--- config.mk ---
export PLATFORM = sky130hd
export DESIGN_NAME = match_report_sender
export DESIGN_NICKNAME = d
export VERILOG_FILES = /design/src/rtl/match_report_sender.sv
export SDC_FILE = /design/constraint.sdc
export NUM_CORES = 1
export LEC_CHECK = 0
export ABC_CLOCK_PERIOD_IN_PS = 2300
export CAP_MARGIN = 15
export CORE_ASPECT_RATIO = 1.25
export CORE_MARGIN = 2
export CORE_UTILIZATION = 53
export DETAILED_ROUTE_END_ITERATION = 12
export GPL_TIMING_DRIVEN = 0
export PLACE_DENSITY = 0.88
export SYNTH_ARGS = -nofsm -noshare
export SYNTH_HDL_FRONTEND = slang
export SYNTH_SLANG_ARGS = --single-unit
--- constraint.sdc ---
create_clock -name clock -period 2.3 [get_ports clock]
set_input_delay 0.345 -clock clock [delete_from_list [all_inputs] [get_ports clock]]
set_output_delay 0.345 -clock clock [all_outputs]
set_load 0.02 [all_outputs]
--- src/rtl/match_report_sender.sv ---
// Buffers SAD match coordinates and streams each one as a 5-byte framed record through
// the shared UART TX. An end-of-scan record follows the last buffered match of a scan.
module match_report_sender #(
    parameter int unsigned DEPTH     = 4,
    parameter logic [7:0]  HDR_MATCH = 8'hA5,
    parameter logic [7:0]  HDR_END   = 8'h5A
) (
    input  logic       clock,
    input  logic       reset,
    input  logic       match_valid,
    input  logic [9:0] match_x,
    input  logic [8:0] match_y,
    input  logic       scan_done,
    input  logic       tx_busy,
    output logic [7:0] tx_data,
    output logic       tx_start,
    output logic       send_complete,
    output logic       overflow,
    output logic       busy
);

    localparam int unsigned     PtrW      = (DEPTH > 1) ? $clog2(DEPTH) : 1;
    localparam int unsigned     CntW      = PtrW + 1;
    localparam logic [CntW-1:0] FullCount = CntW'(DEPTH);

    typedef enum logic [2:0] {
        StIdle,
        StLoad,
        StStart,
        StWaitAck,
        StWaitDone,
        StAdvance,
        StDone
    } state_e;

    // FIFO of {y, x} entries
    logic [18:0]     fifo_mem [DEPTH];
    logic [PtrW-1:0] wr_ptr_q, rd_ptr_q;
    logic [CntW-1:0] count_q;
    logic            fifo_full, fifo_empty, push, pop;
    logic            overflow_q;

    assign fifo_full  = (count_q == FullCount);
    assign fifo_empty = (count_q == '0);
    assign push       = match_valid && !fifo_full;

    always_ff @(posedge clock) begin
        if (push) begin
            fifo_mem[wr_ptr_q] <= {match_y, match_x};
        end
    end

    always_ff @(posedge clock) begin
        if (reset) begin
            wr_ptr_q   <= '0;
            rd_ptr_q   <= '0;
            count_q    <= '0;
            overflow_q <= 1'b0;
        end else begin
            if (push) wr_ptr_q <= wr_ptr_q + PtrW'(1);
            if (pop)  rd_ptr_q <= rd_ptr_q + PtrW'(1);
            case ({push, pop})
                2'b10:   count_q <= count_q + CntW'(1);
                2'b01:   count_q <= count_q - CntW'(1);
                default: count_q <= count_q;
            endcase
            if (match_valid && fifo_full) overflow_q <= 1'b1;
        end
    end

    // Record sequencer
    state_e      state_q, state_d;
    logic [2:0]  idx_q, idx_d;
    logic [1:0]  ack_cnt_q, ack_cnt_d;
    logic [18:0] rec_q, rec_d;
    logic        rec_end_q, rec_end_d;
    logic        end_pend_q, end_pend_d;
    logic [7:0]  tx_data_q, tx_data_d;
    logic        tx_start_q, tx_start_d;
    logic        send_complete_q, send_complete_d;
    logic [7:0]  cur_byte;

    always_comb begin
        cur_byte = 8'h00;
        case (idx_q)
            3'd0:    cur_byte = rec_end_q ? HDR_END : HDR_MATCH;
            3'd1:    cur_byte = rec_end_q ? 8'hFF : {6'b0, rec_q[9:8]};
            3'd2:    cur_byte = rec_end_q ? 8'hFF : rec_q[7:0];
            3'd3:    cur_byte = rec_end_q ? 8'hFF : {7'b0, rec_q[18]};
            3'd4:    cur_byte = rec_end_q ? 8'hFF : rec_q[17:10];
            default: cur_byte = 8'h00;
        endcase
    end

    always_comb begin
        state_d         = state_q;
        idx_d           = idx_q;
        ack_cnt_d       = ack_cnt_q;
        rec_d           = rec_q;
        rec_end_d       = rec_end_q;
        end_pend_d      = end_pend_q | scan_done;
        tx_data_d       = tx_data_q;
        tx_start_d      = 1'b0;
        send_complete_d = 1'b0;
        pop             = 1'b0;

        case (state_q)
            StIdle: begin
                if (!fifo_empty) begin
                    pop       = 1'b1;
                    rec_d     = fifo_mem[rd_ptr_q];
                    rec_end_d = 1'b0;
                    idx_d     = 3'd0;
                    state_d   = StLoad;
                end else if (end_pend_q) begin
                    // A scan_done arriving now is absorbed by the record being loaded
                    rec_d      = '0;
                    rec_end_d  = 1'b1;
                    idx_d      = 3'd0;
                    end_pend_d = 1'b0;
                    state_d    = StLoad;
                end
            end
            StLoad: begin
                tx_data_d = cur_byte;
                state_d   = StStart;
            end
            StStart: begin
                if (!tx_busy) begin
                    tx_start_d = 1'b1;
                    ack_cnt_d  = 2'd0;
                    state_d    = StWaitAck;
                end
            end
            StWaitAck: begin
                if (tx_busy) begin
                    state_d = StWaitDone;
                end else if (ack_cnt_q == 2'd3) begin
                    state_d = StAdvance;
                end else begin
                    ack_cnt_d = ack_cnt_q + 2'd1;
                end
            end
            StWaitDone: begin
                if (!tx_busy) state_d = StAdvance;
            end
            StAdvance: begin
                if (idx_q == 3'd4) begin
                    send_complete_d = 1'b1;
                    state_d         = StDone;
                end else begin
                    idx_d   = idx_q + 3'd1;
                    state_d = StLoad;
                end
            end
            StDone: begin
                state_d = StIdle;
            end
            default: begin
                state_d = StIdle;
            end
        endcase
    end

    always_ff @(posedge clock) begin
        if (reset) begin
            state_q         <= StIdle;
            idx_q           <= 3'd0;
            ack_cnt_q       <= 2'd0;
            rec_q           <= '0;
            rec_end_q       <= 1'b0;
            end_pend_q      <= 1'b0;
            tx_data_q       <= 8'h00;
            tx_start_q      <= 1'b0;
            send_complete_q <= 1'b0;
        end else begin
            state_q         <= state_d;
            idx_q           <= idx_d;
            ack_cnt_q       <= ack_cnt_d;
            rec_q           <= rec_d;
            rec_end_q       <= rec_end_d;
            end_pend_q      <= end_pend_d;
            tx_data_q       <= tx_data_d;
            tx_start_q      <= tx_start_d;
            send_complete_q <= send_complete_d;
        end
    end

    assign tx_data       = tx_data_q;
    assign tx_start      = tx_start_q;
    assign send_complete = send_complete_q;
    assign overflow      = overflow_q;
    assign busy          = (state_q != StIdle) || !fifo_empty;

endmodule

; Word level (Yosys, flattened, before mapping)
; Memories as Yosys holds them, arrays and structs flattened. A register that Yosys moved wholly into a read port is not among the register bits.
; Cells that the tools add are included.
[op_classes]
bitwise_logic = 3
reduce_logical = 18
n_eq_ne = 21
add_sub_neg = 6
muxes = 38
[op_table]
columns = op, count
row1 = $mux W8, 5
row2 = $pmux W8 S5, 1
row3 = $mux W19, 2
row4 = $mux W3, 10
row5 = $pmux W3 S6, 1
row6 = $eq A3 B2 Y1 const B, 4
row7 = $eq A3 B3 Y1 const B, 4
row8 = $pmux W3 S2, 2
row9 = $mux W1, 11
row10 = $mux W2, 5
row11 = $ne A2 B2 Y1 const B, 5
row12 = $logic_not A3 Y1, 3
row13 = $reduce_and A4 Y1, 2
row14 = $add A2 B1 Y2 const B, 3
row15 = $add A3 B1 Y3 const B, 2
row16 = $eq A3 B1 Y1 const B, 2
row17 = $ne A3 B3 Y1 const B, 2
row18 = $reduce_bool A2 Y1, 3
row19 = $eq A2 B2 Y1 const B, 2
row20 = $pmux W2 S2, 1
row21 = $reduce_or A2 Y1, 2
row22 = $reduce_and A3 Y1, 1
row23 = $reduce_bool A3 Y1, 1
row24 = $sub A3 B1 Y3 const B, 1
row25 = 8 further kinds, 11
[totals]
n_memories = 1
register_bits = 47
output_inout_bits = 12
inputBits = 24
word_cells = 100
ram_bits = 76
[memory_table]
columns = name, depth, word_bits, rd, rd_ports_with_merged_regs, wr, line_no
row1 = fifo_mem, 4, 19, 1, 1, 1, 37  ; logic [18:0] fifo_mem [DEPTH];

; Logic depth before layout (Yosys ltp)
[depth]
word_depth = 5
depth_mapped = 10
depth_no_buf = 9

; Worst setup path after synthesis
; Ideal clock, no wire load.
[synth_timing]
path_type = flip-flop to flip-flop
startpoint = reg state_q[0]
endpoint = reg count_q[2]
synth_period_minus_slack_ns = 2.259
setup_slack_ns = 0.041
n_path_buf = 2
required_time_ns = 2.229
setup_time_ns = 0.071
t_arrival_ns = 2.188
path_stages_with_launch = 11
cell_sequence = dfxtp_1 nor3_4 and2_4 buf_6 buf_6 ha_1 inv_1 fa_1 xor2_1 or3_1 a21oi_1
[synth_between]
elab_chain_len = 4
elab_cells_between_ends = 6
classes_between = eq/ne: 2 / mux: 2 / reduce/logical: 2
[synth_rtl]
columns = element, line_no
row1 = start: declaration, 72  ; state_e state_q, state_d;
row2 = start signal: assignment, 167  ; state_q <= StIdle;
row3 = start signal: assignment, 177  ; state_q <= state_d;
row4 = $logic_not A3 Y1 *, 107  ; case (state_q)
row5 = $mux W1 *, 107
row6 = named net pop, 40  ; logic fifo_full, fifo_empty, push, pop;
row7 = $eq A2 B1 Y1 / $eq A2 B2 Y1 (equally long branches), 62  ; case ({push, pop})
row8 = $pmux W3 S2 / $reduce_bool A2 Y1 (equally long branches), --
row9 = end signal: assignment, 63  ; 2'b10: count_q <= count_q + CntW'(1);
row10 = end signal: assignment, 64  ; 2'b01: count_q <= count_q - CntW'(1);
row11 = end signal: assignment, 65  ; default: count_q <= count_q;
row12 = end: declaration, 39  ; logic [CntW-1:0] count_q;
; Mark *: on every way through the listed nets, which the timed path passes. The rest lies on a longest branch.
; A chain may end at the register's enable or synchronous reset.

; Worst setup path in the final report
[layout_timing]
startpoint = reg count_q[1]
endpoint = reg count_q[2]
[layout_between]
elab_chain_len = 5
elab_cells_between_ends = 12
classes_between = add/sub: 2 / eq/ne: 3 / mux: 3 / reduce/logical: 4
[layout_rtl]
columns = element, line_no
row1 = $logic_not A3 Y1 / $eq A3 B3 Y1 (equally long branches), "44, 43"
row2 = $mux W1 / $logic_not A1 Y1 (equally long branches), "109, 45"
row3 = $mux W1 / $logic_and A1 B1 Y1 (equally long branches), "107, 45"
row4 = $eq A2 B1 Y1 / $eq A2 B2 Y1 (equally long branches), 62
row5 = $pmux W3 S2 / $reduce_bool A2 Y1 (equally long branches), --
; Several ways; a longest one is shown, not always the timed one.

==> impl_metrics.json <==
{
  "synth.yosys.warnings": 0,
  "cts_max_path_buffers": 2,
  "syn-num-nets": 399,
  "worst-r2r-cell-count": 9,
  "maxSlewViolCount": 0,
  "ys_seq_area_share_pct": 62.66,
  "avgSynthCellArea_sq_um": 14.35,
  "dieArea_sq_um": 10640,
  "hold_viol": 0,
  "crit_end": "count_q[2]$_SDFFE_PP0P_",
  "grt_max_degree": 20,
  "clkLatencyLatePin_ps": 410,
  "first_global_vias": 3310,
  "r2r_end": "count_q[2]$_SDFFE_PP0P_",
  "gr-usage-all-layers_pct": 20.22,
  "fin_crit_sh_pct": 94.64,
  "overflow": 0,
  "crit_path_end_kind": "flop",
  "postRouteWirelength_um": 9936,
  "setup_viol": 0,
  "numCtsBuffers": 17,
  "mostFrequentLayoutCells": "edfxtp_1 (76), dfxtp_1 (46), nor2_1 (41), clkdlybuf4s50_1 (34), mux4_2 (19)",
  "ys_ff_latch": 125,
  "critPathLaunch": "count_q[1]$_SDFFE_PP0P_",
  "synth_cell_type_count": 55,
  "die_y_um": 114.8,
  "dr.pass1.iters": 4,
  "slew-limit-headroom_pct": 63.27,
  "nets": 452,
  "syn_inst": 363,
  "hpwl_um": 6628,
  "initial_core_util_pct": 54.19,
  "synth_area_sq_um": 5207,
  "critPathRequiredTime_ps": 2630,
  "fin_crit_ps": 2177,
  "antenna_cells": 0,
  "holdBufCountCts": 0,
  "post-place-ws_ps": -306.3,
  "status": "complete, no violations",
  "antenna_found_initial": 0,
  "hold_path_class": "in2reg",
  "cap_violations": 0,
  "cts.htree.levels": 4,
  "path_clk_slew_ps": 50,
  "drtIter0Drc": 176,
  "place_inst": 523,
  "wl_per_cell_um": 17.94,
  "rrSetupSlack_ps": 120,
  "fin_skew_ps": 6.492,
  "die_w_um": 92.66,
  "grt_setup_unrepaired": "no",
  "ir_drop_mv": 0.7866,
  "rows": 40,
  "regToRegStartpoint": "count_q[1]$_SDFFE_PP0P_",
  "worstPathArrival_ps": 2510,
  "async_reset_ff_share_pct": 0,
  "cts_root_buf": "clkbuf_16",
  "fin_ws_ps": 123.4,
  "ys.flop_type": "edfxtp_1",
  "synthToLayoutAreaGrowth_pct": 21.10,
  "cts_sinks": 125,
  "coreArea_sq_um": 9609,
  "cts_tree": "built",
  "leakage_nw": 2.147,
  "synth_edf_count": 76,
  "power.density_nw_per_um2": 1219,
  "final_common_cell": "edfxtp_1",
  "grt_pass1_wl_um": 16160,
  "path_class": "reg2reg",
  "fmax_mhz": 459.4,
  "drive_above_1_share_pct": 22.90,
  "start_kind": "flop",
  "gp_congestion": 0.9573,
  "tightestPinTransition_ps": 549.7,
  "numPortBuffers": 34,
  "routed_via_density": 5.655,
  "ios": 36,
  "drc_errors": 0,
  "vias": 3133,
  "tns_ps": 0,
  "final_cells": 554,
  "critical_path.max_fanout": 13,
  "antenna_left": 0
}
[logic make-up after synthesis]
group                    share of synthesized area [%]
AND/OR/NAND/NOR                                  8.578
multiplexers                                     9.371
flip-flops                                       62.66
XOR/XNOR                                        0.8411
adder cells (fa/ha/maj)                          3.027
AO/OA/AOI/OAI                                    11.80
buffers and inverters                            3.724
[final cells by class]
class / instances / area, sq um
fill: 633 / 3303
sequential: 125 / 3267
multi-input combinational: 205 / 1780
clock buffer: 20 / 436.7
timing repair buffer: 35 / 347.8
tap: 126 / 157.7
buffer: 21 / 150.1
clock inverter: 11 / 125.1
inverter: 11 / 41.29
[worst min path at each step]
stage / startpoint / to / slack [ps] / cells after the start
after global placement: tx_data[1]$_SDFFE_PP0N_ / tx_data[1]$_SDFFE_PP0N_ / 450 / 2
after detailed placement: tx_data[1]$_SDFFE_PP0N_ / tx_data[1]$_SDFFE_PP0N_ / 450 / 2
after CTS: reset / idx_q[0]$_SDFFE_PP0P_ / 420 / 2
final: reset / idx_q[0]$_SDFFE_PP0P_ / 440 / 2
after floorplan: match_x[0] / fifo_mem[0][0]$_DFFE_PP_ / 440 / 0
after global routing: reset / idx_q[0]$_SDFFE_PP0P_ / 440 / 2
[sequential cells by signal, summed over array words and instances, names as in the netlist, named ones only]
name / count
idx_q: 3
fifo_mem: 76
rec_end_q: 1
count_q: 3
wr_ptr_q: 2
state_q: 3
end_pend_q: 1
overflow: 1
rec_q: 19
rd_ptr_q: 2
tx_data: 8
tx_start: 1
ack_cnt_q: 2
send_complete: 1
[cells in the mapped netlist (all sizes together), types with 2 or more instances]
cell type | count | area [sq um]
mux2i | 6 | 60.06
mux4 | 19 | 427.9
or3b | 2 | 22.52
nor2 | 41 | 153.9
xor2 | 3 | 26.28
nor3 | 9 | 66.32
buf | 13 | 117.6
a21oi | 14 | 70.07
o21a | 2 | 15.01
a22oi | 22 | 255.3
dfxtp | 49 | 980.9
ha | 11 | 137.6
edfxtp | 76 | 2282
nor3b | 2 | 15.01
o211ai | 3 | 22.52
a211oi | 3 | 27.52
o21ba | 2 | 20.02
or3 | 2 | 17.52
xnor2 | 2 | 17.52
nand3 | 2 | 10.01
a21boi | 3 | 22.52
nand3b | 3 | 22.52
inv | 11 | 41.29
nand2 | 13 | 48.80
and2 | 7 | 46.30
o21ai | 14 | 77.58
a31oi | 3 | 18.77
clkbuf | 9 | 35.03
nand2b | 2 | 12.51
[power by group]
group / internal [mW] / switching, mW
clock network: 1.67 / 0.864
logic: 0.985 / 1.11
registers: 2.80 / 0.263
[stage by stage]
| stage | hold WS, ps | total power, mW | util (%) | cell area [sq um] |
|---|---|---|---|---|
| after floorplan | 443.9 | 4.527 | - | 5207 |
| after global placement | 445.1 | 4.974 | 59.38 | 5705 |
| after detailed placement | 454.7 | 5.103 | 59.38 | 5705 |
| after CTS | 422.9 | 7.666 | 65.25 | 6270 |
| after global routing | 443.4 | 8.044 | 65.63 | 6306 |
| final | 437.3 | 7.687 | 65.63 | 6306 |
[repair_timing]
item / CTS / global route
pin swaps: 1 / 0
buffers inserted: 1 / 0
endpoints found under the hold margin: 0 / 0
gates resized for setup: 4 / 10
endpoints found under the setup margin: 2 / 77
[per-layer routing]
metal	wire length (um)	up-vias	track usage (%)
li1	-	1475	-
met1	3879	1547	22.82
met2	5302	90	35.28
met3	478	21	5.505
met4	275	0	10.49
met5	0	-	0
[worst max-delay path, cell delays in order, from the launching register on]
cell	delay, ps
dfxtp_1	400
or3_4	180
and2_4	160
buf_12	150
ha_4	140
inv_1	50
fa_1	380
xor2_1	160
or3_4	330
a21oi_2	140
Power figures use the tool's default switching activity.
==> RTL change 1, RTL diff (same flow settings) <==
Set the parameter `DEPTH` to 8 (it was 4).
--- a/src/rtl/match_report_sender.sv
+++ b/src/rtl/match_report_sender.sv
@@ -1,7 +1,7 @@
 // Buffers SAD match coordinates and streams each one as a 5-byte framed record through
 // the shared UART TX. An end-of-scan record follows the last buffered match of a scan.
 module match_report_sender #(
-    parameter int unsigned DEPTH     = 4,
+    parameter int unsigned DEPTH     = 8,
     parameter logic [7:0]  HDR_MATCH = 8'hA5,
     parameter logic [7:0]  HDR_END   = 8'h5A
 ) (
Behaviour: not the same (a bounded check fails within 10 cycles, from zero or initial values and one cycle with reset high).
==> RTL change 1 against the unedited design <==
- the flow now finishes with violations (setup timing)
- setup slack worse by 0.19 ns
- routed wire length up 71%
- synthesized area up 54%
- total power up 31%
- final area up 51%
- largest cell class unchanged
- hold slack worse by 0.026 ns
- sequential cell count up 80
- core utilization down 1.6 points
==> RTL change 1: results <==
group,metric,value,unit
global_route,grt_pass1_vias,4872,
worst_setup_path,critPathMaxStageDelay,0.54,ns
timing,timing.final.ws_setup,-0.0645,ns
finish,layout.nets,596,
detailed_routing,dr_total_vias,4597,
clocking,cts_buffers,19,
finish,fillerInstances,977,
outcome,status,"complete, but fails checks",
clocking,cts_htree_levels,1,
detailed_routing,routedWlPerCell,22.5,microns
timing,finalSetupViolCount,2,
power,power.share.switching,27.3,%
placed_design,dpl.hpwl,11.1,mm
clocking,clock_latency,0.48,ns
finish,multi_input_area,2430,sq um
worst_setup_path,cp.arrival,2.77,ns
detailed_routing,drtIter0Drc,374,
logic_synthesis,synth.distinct_cells,50,
placed_design,gp_congestion,0.856,
global_route,grt_first_pass_wirelength,26.6,mm
timing,fin_skew,0.00889,ns
logic_synthesis,synth_common_cells,"edfxtp_1, dfxtp_1, mux4_2",
logic_synthesis,yosysSeqAreaShare,70.0,%
outcome,violations,"setup timing",
power,p_leak,0.00310,uW
[RTL change 1: cell types whose count changed after synthesis, sizes merged, moves of 5 or more]
cell / unedited run / this run
nor2b: 1 / 21
a22oi: 22 / 2
nand2: 13 / 21
mux4: 19 / 38
inv: 11 / 6
a221o: 0 / 19
nor2: 41 / 29
a21oi: 14 / 23
edfxtp: 76 / 152
nand3: 2 / 10
clkbuf: 9 / 18
[RTL change 1: layout make-up]
| type | count | share of cell area, % |
|---|---|---|
| plain buffers | 25 | 1.39 |
| clock buffers | 25 | 5.22 |
| clock inverters | 8 | 0.931 |
| inverters | 6 | 0.236 |
| multi-input cells | 253 | 25.4 |
| flip-flops and latches | 205 | 59.0 |
| well taps | 182 | 2.39 |
| repair buffers | 51 | 5.37 |
[RTL change 1: worst paths after layout]
path / to / slack (ns) / depth (start not counted) / start
worst max-delay path: count_q[2] / -0.06 / 9 / count_q[2]
worst min register to register: tx_data[6] / 0.45 / 2 / tx_data[6]
worst max register to register: count_q[2] / -0.06 / 9 / count_q[2]
worst min-delay path: count_q[3] / 0.41 / 3 / reset
[RTL change 1: cell families after synthesis]
logic type               Yosys count  share of synthesized area, %
adder cells (fa/ha/maj)           11                          1.71
flip-flops                       205                          70.0
AND/OR/NAND/NOR                  114                          7.65
buffers and inverters             34                          1.88
AO/OA/AOI/OAI                     78                          6.68
multiplexers                      43                          11.3
XOR/XNOR                           7                         0.763
[RTL change 1: power by group through the flow]
| stage | Clock, uW | Sequential [uW] | Combinational, uW |
|---|---|---|---|
| 2_1_floorplan | 0 | 4720 | 1470 |
| 3_3_place_gp | 0 | 4740 | 1960 |
| 3_5_place_dp | 0 | 4770 | 2110 |
| 4_1_cts | 3040 | 4710 | 2290 |
| 5_1_grt | 3170 | 4760 | 2500 |
| 6_report | 3000 | 4730 | 2320 |
[RTL change 1: through the flow]
| step | std cells | setup slack, ns | TNS [ns] | power (uW) |
|---|---|---|---|---|
| after floorplan | 492 | -0.265 | -15.26 | 6190 |
| after global placement | 708 | -1.76 | -177.07 | 6710 |
| after detailed placement | 716 | -0.318 | -20.07 | 6880 |
| after CTS | 755 | -0.126 | -0.244 | 10000 |
| after global routing | 755 | -0.124 | -0.233 | 10400 |
| final | 755 | -0.0645 | -0.0961 | 10000 |
[RTL change 1: timing repair]
action | CTS | global route
pin swaps | 8 | 9
buffers inserted | 8 | 1
gates resized for setup | 18 | 7
setup endpoints to repair | 43 | 46
gates cloned | 0 | 0
[RTL change 1: metal layers]
metal,global-route usage (%),share of wire [%],vias to the layer above
li1,-,-,2067
met1,24.9,36,2304
met2,38.7,54,172
met3,3.59,5.4,54
met4,11.2,4.5,0
met5,0,0,-
==> RTL change 2, RTL diff (same settings) <==
Without the edit above. Make the reset (`reset`) asynchronous in 2 clocked blocks.
--- a/src/rtl/match_report_sender.sv
+++ b/src/rtl/match_report_sender.sv
@@ -50,7 +50,7 @@
         end
     end
 
-    always_ff @(posedge clock) begin
+    always_ff @(posedge clock or posedge reset) begin
         if (reset) begin
             wr_ptr_q   <= '0;
             rd_ptr_q   <= '0;
@@ -162,7 +162,7 @@
         endcase
     end
 
-    always_ff @(posedge clock) begin
+    always_ff @(posedge clock or posedge reset) begin
         if (reset) begin
             state_q         <= StIdle;
             idx_q           <= 3'd0;
Behaviour: differs if reset is asserted again (counterexample within 4 cycles, from zero or initial values and one cycle with reset high); with reset held inactive, the same outputs for 10 cycles.
==> RTL change 2 against the unedited design <==
- the flow now finishes with violations (setup timing)
- count of clock-buffer cells in the layout increased by 2
- clock power increased by 2%
- sequential cell count decreased by 2
- final area decreased by 0.73%
- setup slack got worse by 0.15 ns
- register-to-register slack got worse by 0.11 ns
- synthesized area decreased by 2.2%
- first-iteration DRC count increased by 16%
- die area decreased by 2.1%
- total power increased by 15%
- sequential share of layout area increased by 3.5 points
- routed wire length decreased by 5.2%
- critical path type is now register to output port
- highest routed layer unchanged
==> RTL change 2: results <==
group,metric,value,unit
worst_setup_path,critPathMaxFanout,10,
placed_design,place_ws,-0.298,ns
power,ir_drop,0.891,mV
timing,worst-slew-pin-transition,0.642,ns
power,p_leak,0.00234,uW
finish,seq_area_share,55.3,%
worst_setup_path,critical-path-top-delay-family,"buffers and inverters",
global_route,grt_max_degree,35,
global_route,globalRouteMet3Util,5.22,%
worst_setup_path,rrSetupSlack,0.01,ns
detailed_routing,wl_met1,3.88,mm
logic_synthesis,synth_common_cells,"edfxtp_1, dfrtp_1, a22o_1",
global_route,grt_first_pass_wirelength,15.3,mm
worst_setup_path,endpoint,"busy",
global_route,grt_pass1_vias,2986,
detailed_routing,routed_wl,9.42,mm
placed_design,dpl_cell_area,5620,sq um
power,internal-power,6160,uW
worst_hold_path,hold_path.class,"input pin to async pin",
placed_design,dpl.hpwl,6.12,mm
outcome,violations,"setup timing",
finish,layout-drive-gt1-share,20.8,%
detailed_routing,drt_first_pass_iters,4,
global_route,grt_usage,19.8,%
placed_design,portBuffers,35,
worst_setup_path,r2r_end,"count_q[2]",
worst_setup_path,crit_start,"state_q[1]",
power,pg_clk,2570,uW
detailed_routing,dr_wl_met2,5.06,mm
global_route,grt_use_met2,33.0,%
worst_setup_path,critPathSlowestCell,"or3_4",
finish,num-multi-input-gates,159,
logic_synthesis,yosysSeqAreaShare,67.9,%
detailed_routing,drtIter0Drc,204,
global_route,use_met1,23.8,%
finish,buf_share,8.06,%
finish,multi_input_area,1510,sq um
logic_synthesis,synthTopCellsByArea,"edfxtp_1, dfrtp_1, mux4_2",
power,p_seq_share,38.2,%
timing,tns,-0.0227,ns
finish,layout.nets,408,
logic_synthesis,synth.net_count,349,
finish,seq_cell_count,123,
worst_setup_path,critPathMaxStageDelay,0.39,ns
finish,clkCellAreaFrac,9.23,%
finish,fillerInstances,609,
timing,finalSetupViolCount,1,
finish,n_all_buffers,57,
finish,nClkBuffers,22,
detailed_routing,vias_per_cell,5.61,
timing,fin_skew,0.00776,ns
placed_design,gp_congestion,0.897,
logic_synthesis,synthArstFlopShare,38.2,%
logic_synthesis,synth.distinct_cells,49,
floorplan,dieArea,10400,sq um
worst_setup_path,reg2regPathDepth,10,
outcome,status,"complete, but fails checks",
timing,timing.final.ws_setup,-0.0227,ns
finish,inverters,14,
detailed_routing,wl_met3,314,microns
==> RTL change 2: metrics by stage <==
stage	hold slack, ns	power, uW	cells	util (%)
floorplan	0.444	5350	313	-
global placement	0.450	5990	474	59.2
detailed placement	0.477	6170	475	59.4
CTS	0.215	8840	509	65.8
global route	0.234	9300	511	66.2
finish	0.212	8830	511	66.2
==> RTL change 2: logic make-up (layout without fill, tap and decap cells) <==
family | count (synthesis) | after routing | share of synthesized area [%]
AO/OA/AOI/OAI | 70 | 70 | 10.1
XOR/XNOR | 8 | 8 | 1.38
adder cells (fa/ha/maj) | 12 | 12 | 3.10
buffers and inverters | 31 | 103 | 3.02
flip-flops | 123 | 123 | 67.9
multiplexers | 25 | 25 | 9.68
AND/OR/NAND/NOR | 44 | 44 | 4.79
==> RTL change 2: timing repair <==
item | in CTS | in global routing
setup buffers | 2 | 2
setup endpoints to repair | 3 | 78
resized for setup | 5 | 7
pin swaps | 0 | 2
